File: src/rtl/chip8_loader.sv
// chip8_loader: streams a program image into CHIP-8 memory at LOAD_BASE, holding the CPU in reset until done.
// Optional hex-font preload at FONT_BASE is enabled by defining CHIP8_LOADER_FONT_EN.
`default_nettype none

module chip8_loader #(
    parameter logic [11:0] LOAD_BASE = 12'h200,
    parameter logic [11:0] FONT_BASE = 12'h050
) (
    input  logic        clk,
    input  logic        reset,
    input  logic        in_valid,
    input  logic [7:0]  in_data,
    input  logic        in_last,
    output logic        in_ready,
    output logic        mem_we,
    output logic [11:0] mem_waddr,
    output logic [7:0]  mem_wdata,
    output logic        cpu_hold,
    output logic        done,
    output logic        error,
    output logic [12:0] byte_count,
    output logic [7:0]  checksum
);

`ifdef CHIP8_LOADER_FONT_EN
    typedef enum logic [2:0] {
        S_FONT  = 3'd0,
        S_RECV  = 3'd1,
        S_DRAIN = 3'd2,
        S_DONE  = 3'd3,
        S_ERROR = 3'd4
    } state_t;
    localparam state_t INIT_STATE = S_FONT;

    // Sprites 0..F, five rows each; byte 0 sits in the top bits.
    localparam logic [639:0] FONT_ROM = {
        40'hF0909090F0, 40'h2060202070, 40'hF010F080F0, 40'hF010F010F0,
        40'h9090F01010, 40'hF080F010F0, 40'hF080F090F0, 40'hF010204040,
        40'hF090F090F0, 40'hF090F010F0, 40'hF090F09090, 40'hE090E090E0,
        40'hF0808080F0, 40'hE0909090E0, 40'hF080F080F0, 40'hF080F08080
    };

    logic [6:0] font_idx;
`else
    typedef enum logic [2:0] {
        S_RECV  = 3'd1,
        S_DRAIN = 3'd2,
        S_DONE  = 3'd3,
        S_ERROR = 3'd4
    } state_t;
    localparam state_t INIT_STATE = S_RECV;
`endif

    state_t      state;
    logic [11:0] addr_ptr;
    logic        accept;

    // in_ready is only ever high in RECV, so accept implies RECV.
    assign accept = in_valid && in_ready;

    always_ff @(posedge clk) begin
        if (reset) begin
            state      <= INIT_STATE;
            addr_ptr   <= LOAD_BASE;
            in_ready   <= 1'b0;
            mem_we     <= 1'b0;
            mem_waddr  <= 12'h000;
            mem_wdata  <= 8'h00;
            cpu_hold   <= 1'b1;
            done       <= 1'b0;
            error      <= 1'b0;
            byte_count <= 13'd0;
            checksum   <= 8'h00;
`ifdef CHIP8_LOADER_FONT_EN
            font_idx   <= 7'd0;
`endif
        end else begin
            mem_we <= 1'b0;
            case (state)
`ifdef CHIP8_LOADER_FONT_EN
                S_FONT: begin
                    mem_we    <= 1'b1;
                    mem_waddr <= FONT_BASE + {5'd0, font_idx};
                    mem_wdata <= FONT_ROM[10'd639 - {font_idx, 3'b000} -: 8];
                    if (font_idx == 7'd79) begin
                        state <= S_RECV;
                    end else begin
                        font_idx <= font_idx + 7'd1;
                    end
                end
`endif
                S_RECV: begin
                    in_ready <= 1'b1;
                    if (accept) begin
                        mem_we     <= 1'b1;
                        mem_waddr  <= addr_ptr;
                        mem_wdata  <= in_data;
                        byte_count <= byte_count + 13'd1;
                        checksum   <= checksum + in_data;
                        if (in_last) begin
                            state    <= S_DRAIN;
                            in_ready <= 1'b0;
                        end else if (addr_ptr == 12'hFFF) begin
                            // Top of memory reached without in_last: never wrap onto 0x000.
                            state    <= S_ERROR;
                            in_ready <= 1'b0;
                        end else begin
                            addr_ptr <= addr_ptr + 12'd1;
                        end
                    end
                end
                S_DRAIN: begin
                    state    <= S_DONE;
                    done     <= 1'b1;
                    cpu_hold <= 1'b0;
                end
                S_DONE: begin
                    done     <= 1'b1;
                    cpu_hold <= 1'b0;
                end
                S_ERROR: begin
                    error    <= 1'b1;
                    cpu_hold <= 1'b1;
                end
                default: begin
                    state <= S_ERROR;
                end
            endcase
        end
    end

endmodule

`default_nettype wire

File: config.mk
export PLATFORM = sky130hd
export DESIGN_NAME = chip8_loader
export DESIGN_NICKNAME = d
export VERILOG_FILES = /design/src/rtl/chip8_loader.sv
export SDC_FILE = /design/constraint.sdc
export NUM_CORES = 1
export LEC_CHECK = 0
export ABC_CLOCK_PERIOD_IN_PS = 2300
export BUFFER_PORTS_ARGS = -buffer_cell sky130_fd_sc_hd__buf_2
export CAP_MARGIN = 20
export CORE_AREA = 2 2 77 79
export CTS_CLUSTER_DIAMETER = 60
export DETAILED_ROUTE_END_ITERATION = 10
export DIE_AREA = 0 0 79 81
export PLACE_DENSITY = 0.73
export SLEW_MARGIN = 20
export SYNTH_ARGS = -nofsm -noshare
export SYNTH_HDL_FRONTEND = slang
export SYNTH_SLANG_ARGS = --single-unit
export TNS_END_PERCENT = 20
File: constraint.sdc
create_clock -name clk -period 2.3 [get_ports clk]
set_clock_uncertainty 0.15 [all_clocks]
set_input_delay 0.46 -clock clk [delete_from_list [all_inputs] [get_ports clk]]
set_output_delay 0.46 -clock clk [all_outputs]
set_load 0.1 [all_outputs]
==> out/metrics.cfg <==
[layout]
nets = 410
drive_above_1_share = 0.239
final.fill_count = 533
instances_no_fill = 468
n_antenna_cell = 0
final_cell_mix = 57 x buf_2, 56 x nand2_1, 53 x dfxtp_1, 36 x a21oi_1, 34 x nor2_1
final_common_cell = buf_2
syn2layout_area_growth_pct = 22.0

[clocking]
path_clk_slew_ns = 0.07
ctsResizeCount = 0
cts_setup_buffers = 0
clock_path_buffers = 2
clock-root-buffer = clkbuf_8
cts_sinks = 61
holdBufCountCts = 0
insertion_delay_ns = 0.34
cts_tree = yes
h-tree-depth = 3
cts_buffers = 9

[synth]
synth-edff-count = 0
synth_cells = 329
async_flop_share = 0
synth_top_cells_by_area = dfxtp_1 45%, nand2_1 7.7%, a21oi_1 6.6%
synth_cell_types = 47
synth_area_leader_cell = dfxtp_1
ys_ff_latch = 61
seq_area_frac_synth = 0.445
yosys_warnings = 0
synth_area_um2 = 2740
synth_top_area_share = 0.445
synth.avg_cell_area_um2 = 8.33
ys.flop_type = dfxtp_1
syn_nets = 351

[global_route]
grt.busiest_layer = met2
met2_usage = 0.294
grt_max_degree = 36
grt_util_met3 = 0.0600
gr-usage-met1 = 0.235
grt_pass1_wl_um = 9420
track_usage = 0.186
grt_pass1_vias = 2127
gr-total-overflow = 0
antenna_found_initial = 0

[detailed_routing]
vias_per_cell = 5.27
detail-route-antenna-nets = 0
firstDrtPassIters = 4
vias = 2468
drtIter0Drc = 144
wire_per_inst_um = 12.6
finalWirelength_um = 5910
drcViolationCount = 0

[worst_setup_path]
required_ns = 2.36
regToRegStartpoint = checksum[0]
ff2ff_path_depth = 8
r2r-end = checksum[6]
end_kind = flip-flop
path_class = reg2reg
worst_setup_path_start_kind = flip-flop
crit_fanout = 3
r2r_slack_ns = 0.34
critPathArrivalTime_ns = 2.02

[floorplanning]
core_um2 = 5680
die_y_um = 81
rows = 28
start_util = 0.483
die_area_um2 = 6400
ioPinCount = 58
fp.dieW_um = 79

[timing]
setup_viol = 0
layout_min_cycle_time_ns = 1.96
worst_pin_slew_ns = 0.519
final_hold_viol_count = 0
slew_headroom = 0.651
holdWs_ns = 0.222
slew_viol_final = 0
post-route-period-util = 0.853
rsz0062_at_grt = no
max_freq_mhz = 510

[pwr]
ir_worst_vdd_v = 0.000488
power.density_nw_per_um2 = 849
p_leak_nw = 1.38

[placement]
dp.cells = 452
hpwl_um = 4090
port_buffers = 57
place.gp.congestion = 0.793

[min_path]
holdPathStages = 3
min-delay-start = in_data[2]
hp-class = in2reg
min_to = mem_wdata[2]

[outcome]
outcome = finished, final reports clean

[flow_run]
max_cap_violations = 0

-- routing by layer --
metal | part of all wire | vias to the layer above
met5 | 0 | -
met4 | 0.017 | 0
met3 | 0.047 | 9
met2 | 0.45 | 46
met1 | 0.49 | 1147
li1 | - | 1266
-- Yosys cell counts, types with 2 or more instances --
master	instances
o31a_1	2
o211ai_1	2
nor3_1	7
nand4_1	8
o21ai_0	8
nand3_1	13
and4_1	2
nor3b_1	3
o211a_1	2
clkbuf_1	10
a21oi_1	36
a31oi_1	3
a311oi_1	2
nor2_1	34
xor2_1	12
and3_1	2
ha_1	9
xnor2_1	6
nor2b_1	2
nor4_1	4
or3_1	5
a211oi_1	3
dfxtp_1	61
o21a_1	2
nand2_1	56
a32oi_1	2
inv_1	10
o31ai_1	2
buf_2	3
-- cell families after synthesis --
| group | synth area share |
|---|---|
| xor gates and xnor gates | 0.0575 |
| DFF | 0.445 |
| buffers and inverters | 0.0383 |
| muxes | 0.00365 |
| and+or+nand+nor | 0.259 |
| AOI/OAI and AO/OA | 0.148 |
| adders and majority gates | 0.0484 |
-- final cells by class --
cell class	instances	area [um^2]	area share
flip-flops and latches	61	1230	0.368
well taps	75	93.8	0.0281
inverters	10	37.5	0.0112
clock buffers	12	165	0.0494
multi-input cells	243	1420	0.423
repair buffers	63	355	0.106
clock inverters	4	45.0	0.0135
-- flip-flops by register name, summed over array words and instances (netlist names) --
name,flops
addr_ptr,12
cpu_hold,1
done,1
error,1
byte_count,13
mem_wdata,8
checksum,8
state,3
mem_we,1
in_ready,1
mem_waddr,12
-- per-stage QoR --
| stage | area (um^2) | setup slack [ns] | setup TNS [ns] | power, W | utilization |
|---|---|---|---|---|---|
| 2_1_floorplan | 2750 | -0.0222 | -0.0406 | 0.00174 | - |
| 3_3_place_gp | 3130 | 0.146 | 0 | 0.00186 | 0.552 |
| 3_5_place_dp | 3130 | 0.116 | 0 | 0.00187 | 0.552 |
| 4_1_cts | 3340 | 0.370 | 0 | 0.00286 | 0.589 |
| 5_1_grt | 3340 | 0.207 | 0 | 0.00295 | 0.589 |
| 6_report | 3340 | 0.338 | 0 | 0.00284 | 0.589 |
-- report_power, final --
| part | internal, W | switching [W] |
|---|---|---|
| clock | 0.000583 | 0.000410 |
| combinational | 0.000156 | 0.000526 |
| sequential | 0.00111 | 0.0000498 |
-- worst max-delay path by stage --
stage	startpoint	endpoint	slack (ns)	cells after the start
2_1_floorplan	checksum[3]	checksum[7]	-0.02	6
3_3_place_gp	in_data[5]	checksum[7]	0.15	7
3_5_place_dp	in_data[5]	checksum[7]	0.12	7
4_1_cts	checksum[5]	checksum[7]	0.37	6
5_1_grt	checksum[0]	checksum[6]	0.21	8
6_report	checksum[0]	checksum[6]	0.34	8
-- worst max-delay path, cell delays in order (launching register included) --
cell	delay, ns
dfxtp_2	0.34
ha_1	0.18
inv_1	0.06
fa_1	0.37
nor2b_1	0.22
o31a_1	0.18
o31ai_1	0.09
nand4b_1	0.11
o221ai_1	0.11
No activity file was read; power rests on OpenSTA's default activity.
